<file path="config.mk">
export PLATFORM = sky130hd
export DESIGN_NAME = rr_arbiter8
export DESIGN_NICKNAME = d
export VERILOG_FILES = /design/src/rtl/rr_arbiter8.sv
export SDC_FILE = /design/constraint.sdc
export NUM_CORES = 1
export LEC_CHECK = 0
export CAP_MARGIN = 20
export CELL_PAD_IN_SITES_DETAIL_PLACEMENT = 0
export CELL_PAD_IN_SITES_GLOBAL_PLACEMENT = 2
export CORE_ASPECT_RATIO = 1.1
export CORE_MARGIN = 10
export CORE_UTILIZATION = 30
export CTS_CLUSTER_SIZE = 14
export DETAILED_ROUTE_END_ITERATION = 12
export DONT_BUFFER_PORTS = 1
export PLACE_DENSITY = 0.87
export SYNTH_ARGS = -nofsm -noshare
export SYNTH_HDL_FRONTEND = slang
export SYNTH_SLANG_ARGS = --single-unit
export TNS_END_PERCENT = 10
</file>
<file path="constraint.sdc">
create_clock -name clk -period 2.5 [get_ports clk]
set_input_delay 0.375 -clock clk [delete_from_list [all_inputs] [get_ports clk]]
set_output_delay 0.375 -clock clk [all_outputs]
set_load 0.02 [all_outputs]
</file>
<file path="src/rtl/rr_arbiter8.sv">
// rr_arbiter8: round-robin arbiter sharing one N-bit valid/ready channel among
// eight requesters, with a bounded burst per grant and one idle cycle between grants.
//
// Ports:
//   clk          rising-edge clock
//   rst          asynchronous active-low reset
//   req[7:0]     per-requester valid beat
//   in0..in7     requester data (N bits each)
//   out_ready    consumer accepts a beat this cycle
//   out_valid    out_data holds a valid beat
//   out_data     data of the granted requester
//   grant[7:0]   one-hot grant (zero outside GRANT)
//   grant_id     index of the current or last grant
//   ack[7:0]     beat from requester i accepted this cycle
//   busy         arbiter is in GRANT

// mux8: plain 8:1 select of N-bit words.
module mux8 #(
   parameter int unsigned N = 8
) (
   input  logic [N-1:0] in0,
   input  logic [N-1:0] in1,
   input  logic [N-1:0] in2,
   input  logic [N-1:0] in3,
   input  logic [N-1:0] in4,
   input  logic [N-1:0] in5,
   input  logic [N-1:0] in6,
   input  logic [N-1:0] in7,
   input  logic [2:0]   switch,
   output logic [N-1:0] out
);

   always_comb begin
      out = in0;
      case (switch)
         3'd0: out = in0;
         3'd1: out = in1;
         3'd2: out = in2;
         3'd3: out = in3;
         3'd4: out = in4;
         3'd5: out = in5;
         3'd6: out = in6;
         3'd7: out = in7;
         default: out = in0;
      endcase
   end

endmodule

module rr_arbiter8 #(
   parameter int unsigned N        = 8,
   parameter int unsigned MAX_HOLD = 4
) (
   input  logic         clk,
   input  logic         rst,
   input  logic [7:0]   req,
   input  logic [N-1:0] in0,
   input  logic [N-1:0] in1,
   input  logic [N-1:0] in2,
   input  logic [N-1:0] in3,
   input  logic [N-1:0] in4,
   input  logic [N-1:0] in5,
   input  logic [N-1:0] in6,
   input  logic [N-1:0] in7,
   input  logic         out_ready,
   output logic         out_valid,
   output logic [N-1:0] out_data,
   output logic [7:0]   grant,
   output logic [2:0]   grant_id,
   output logic [7:0]   ack,
   output logic         busy
);

   localparam logic [3:0] LAST_BEAT = 4'(MAX_HOLD - 1);

   typedef enum logic {
      IDLE  = 1'b0,
      GRANT = 1'b1
   } state_t;

   state_t     state;
   logic [2:0] last;
   logic [3:0] beats;
   logic [2:0] pick;
   logic [2:0] idx;
   logic       xfer;

   // Round-robin scan from last+1 upward; descending loop so the nearest hit wins.
   always_comb begin
      pick = last;
      idx  = last;
      for (int k = 8; k >= 1; k--) begin
         idx = last + 3'(k);
         if (req[idx]) begin
            pick = idx;
         end
      end
   end

   // Outputs decode from registered state; data path is combinational from req/in.
   always_comb begin
      busy      = (state == GRANT);
      out_valid = busy & req[grant_id];
      grant     = busy ? (8'b1 << grant_id) : 8'h00;
      xfer      = out_valid & out_ready;
      ack       = grant & {8{xfer}};
   end

   mux8 #(.N(N)) u_mux (
      .in0    (in0),
      .in1    (in1),
      .in2    (in2),
      .in3    (in3),
      .in4    (in4),
      .in5    (in5),
      .in6    (in6),
      .in7    (in7),
      .switch (grant_id),
      .out    (out_data)
   );

   // Grant FSM: pick in IDLE, hold for up to MAX_HOLD beats, release on withdraw or limit.
   always_ff @(posedge clk or negedge rst) begin
      if (!rst) begin
         state    <= IDLE;
         grant_id <= 3'd0;
         last     <= 3'd7;
         beats    <= 4'd0;
      end else begin
         case (state)
            IDLE: begin
               if (|req) begin
                  grant_id <= pick;
                  beats    <= 4'd0;
                  state    <= GRANT;
               end
            end
            GRANT: begin
               if (!req[grant_id]) begin
                  last  <= grant_id;
                  state <= IDLE;
               end else if (xfer) begin
                  beats <= beats + 4'd1;
                  if (beats == LAST_BEAT) begin
                     last  <= grant_id;
                     state <= IDLE;
                  end
               end
            end
            default: state <= IDLE;
         endcase
      end
   end

endmodule

</file>
==> reports/qor.yml <==
outcome:
  status: "completed"
worst_setup_path:
  crit_type: "flip-flop to output pin"
  crit_chain: "mux2i_1 > or2_2 > a221oi_4 > nand3_2 > nor2_1 > buf_4"
  cp_slowest_cell: "dfrtp_2"
  timing.rr.start: "last[0]"
  slowest_delay_ns: 0.45
  cp_max_fo: 5
  critPathTopFamily: "simple AND/OR/NAND/NOR gates"
  rr_worst_depth: 8
  worst-path-buf-inv: 1
  setup.worst_path.start_class: "flip-flop"
  worst-r2r-setup-slack_ns: 0.11
  timing.rr.end: "grant_id[1]"
  end_kind: "output pin"
  crit_required_ns: 2.12
  critPathArrivalTime_ns: 2.05
die:
  coreArea_um2: 6120
  die-area_um2: 9780
  fp.dieW_um: 95.2
  ios: 104
  die_h_um: 103
  rows: 30
  start_util_pct: 30.5
timing:
  max_slew_margin_pct: 54.1
  fmaxAchievable_mhz: 413
  fin_crit_ns: 2.42
  rsz0062_at_grt: "true"
  skew_ns: 0.000637
  whs_ns: 0.275
  finalSetupViolCount: 0
  tightest_slew_ns: 0.689
  finalHoldViolCount: 0
  slew_violations: 0
  min_period_over_period_pct: 96.8
min_path:
  hold_class: "input pin to flip-flop"
  whs_path_depth: 2
  worstHoldStart: "out_ready"
  min_to: "beats[1]"
final_layout:
  area_growth_pct: 22.0
  drive_gt1_share_pct: 30.6
  mostFrequentLayoutCell: "nor2_1"
  antenna_cells_inserted: 0
  utilization_pct: 37.2
  layout_common_cells: "nor2_1 (46), buf_4 (33), a21oi_1 (17), nand2_1 (17), mux2i_1 (12)"
  nNetsFinal: 344
  fin_cells: 345
drt:
  wire_per_inst_um: 19.5
  dr.first_iter.drc_count: 78
  vias_per_cell: 5.58
  totalWireLength_um: 6740
  drtPass1Iterations: 4
  final_antenna_net_count: 0
  drc_errors: 0
  dr_total_vias: 1925
logic_synthesis:
  synth_edf_count: 0
  synth_warnings: 0
  synthFlopType: "dfrtp_1"
  ys_types: 50
  syn_area_per_cell_um2: 7.68
  synthArstFlopShare_pct: 100
  syn_inst: 243
  synth_nets: 321
  ys_seq_elements: 11
  syn_area_um2: 1870
  yosysSeqAreaShare_pct: 15.0
cts:
  numCtsBuffers: 3
  clock_sinks: 11
  clk_latency_ns: 0.24
  htreeDepth: 1
  path_clk_slew_ns: 0.05
  cts_buffer_depth: 2
  tritoncts: "yes"
  root_buffer: "clkbuf_8"
pwr:
  p_leak_nw: 0.944
  powerDensity_nw_per_um2: 1630
  ir_drop_v: 0.000654
  power_mw: 3.71
run:
  cap_violations: 0
grt:
  grt_max_degree: 31
  grt_pass1_vias: 2080
  antenna_found_initial: 0
  grt_pass1_wl_um: 10400
  grt_overflow_total: 0
  grt_usage_pct: 13.4
placed_design:
  finalWeightedCongestion: 0.873
  io_buffers: 0
  dp.cells: 338
  dp.final_hpwl_um: 5520
[worst max path at each step]
| stage | cells past startpoint | to | startpoint | slack (ns) |
|---|---|---|---|---|
| after floorplan | 11 | grant_id[1] | last[0] | -0.08 |
| after global placement | 8 | grant_id[2] | last[0] | 0.07 |
| after detailed placement | 8 | grant_id[1] | last[0] | 0.1 |
| after CTS | 6 | ack[3] | grant_id[1] | 0.01 |
| after global routing | 6 | ack[5] | grant_id[1] | -0.05 |
| final | 6 | ack[5] | grant_id[1] | 0.08 |
[cell usage after synthesis (2+ instances only)]
master | number | area share [%]
nor2_1 | 46 | 9.3
nand2_1 | 18 | 3.6
a21oi_1 | 17 | 4.6
clkbuf_1 | 12 | 2.4
mux2i_1 | 12 | 6.4
mux2_2 | 11 | 6.6
mux4_2 | 10 | 12
nand3_1 | 9 | 2.4
dfrtp_1 | 8 | 11
o21ai_0 | 8 | 2.1
inv_1 | 7 | 1.4
nand2b_1 | 7 | 2.3
nor3_1 | 7 | 1.9
a211oi_1 | 6 | 2.4
a22oi_1 | 5 | 2.0
dfstp_2 | 3 | 4.2
ha_1 | 3 | 2.0
o22ai_1 | 3 | 1.0
o31ai_1 | 3 | 1.2
xor2_1 | 3 | 1.4
a221oi_2 | 2 | 1.6
a22o_1 | 2 | 0.94
and2_1 | 2 | 0.67
and3_1 | 2 | 0.67
buf_1 | 2 | 0.40
buf_2 | 2 | 0.54
buf_6 | 2 | 1.2
nor2b_1 | 2 | 0.67
nor4_1 | 2 | 0.67
o21a_1 | 2 | 0.80
o21ai_1 | 2 | 0.54
o221ai_1 | 2 | 0.94
o22a_1 | 2 | 0.94
o2bb2ai_1 | 2 | 0.94
or2_2 | 2 | 0.67
[metrics by stage]
step	area (µm²)	TNS [ns]	worst slack [ns]
floorplan	1900	-0.0994	-0.0783
global placement	2170	0	0.0711
detailed placement	2170	0	0.0965
CTS	2240	0	0.0119
global route	2280	-0.132	-0.0497
finish	2280	0	0.0797
[what timing repair did]
action	CTS	global route
hold endpoints to repair	11	0
endpoints found under the setup margin	3	18
pin swaps	0	1
gates resized for setup	2	8
setup buffers	0	2
hold buffers	1	0
[registers in the layout, indices dropped and copies added, names as in the netlist]
signal / flops
beats: 4
busy: 1
grant_id: 3
last: 3
[worst reg2reg max path, cell delays in order, from the launching register on]
cell,delay (ns)
dfstp_2,0.55
inv_1,0.05
ha_2,0.36
mux4_2,0.36
mux2_4,0.30
o221ai_2,0.15
o21a_1,0.14
o311ai_1,0.11
a221oi_2,0.27
[cells by family after synthesis]
logic type / Yosys count / share of synthesized area [%]
AO/OA/AOI/OAI: 64 / 24.3
buffers and inverters: 26 / 6.17
XOR/XNOR: 4 / 1.88
flip-flops: 11 / 15.0
multiplexers: 35 / 26.6
adder cells (fa/ha/maj): 3 / 2.01
AND/OR/NAND/NOR: 100 / 24.1
[per-layer routing]
metal  part of all wire [%]  up-vias  global-route usage, %
li1                       -      945                      -
met1                     39      888                   14.6
met2                     50       86                   23.0
met3                    9.7        6                   5.90
met4                    1.0        0                   3.57
met5                      0        -                      0
[final cells by class]
cell class,instances,area [µm²]
multi-input combinational,206,1530
clock buffer,3,41.3
clock inverter,1,5.00
inverter,8,30.0
sequential,11,280
fill,635,3840
tap,80,100
timing repair buffer,36,289
[power by group]
group / internal [mW] / switching (mW)
logic: 1.36 / 1.78
registers: 0.276 / 0.109
clock network: 0.110 / 0.0697
total: 1.75 / 1.96
Power figures use the tool's default switching activity.
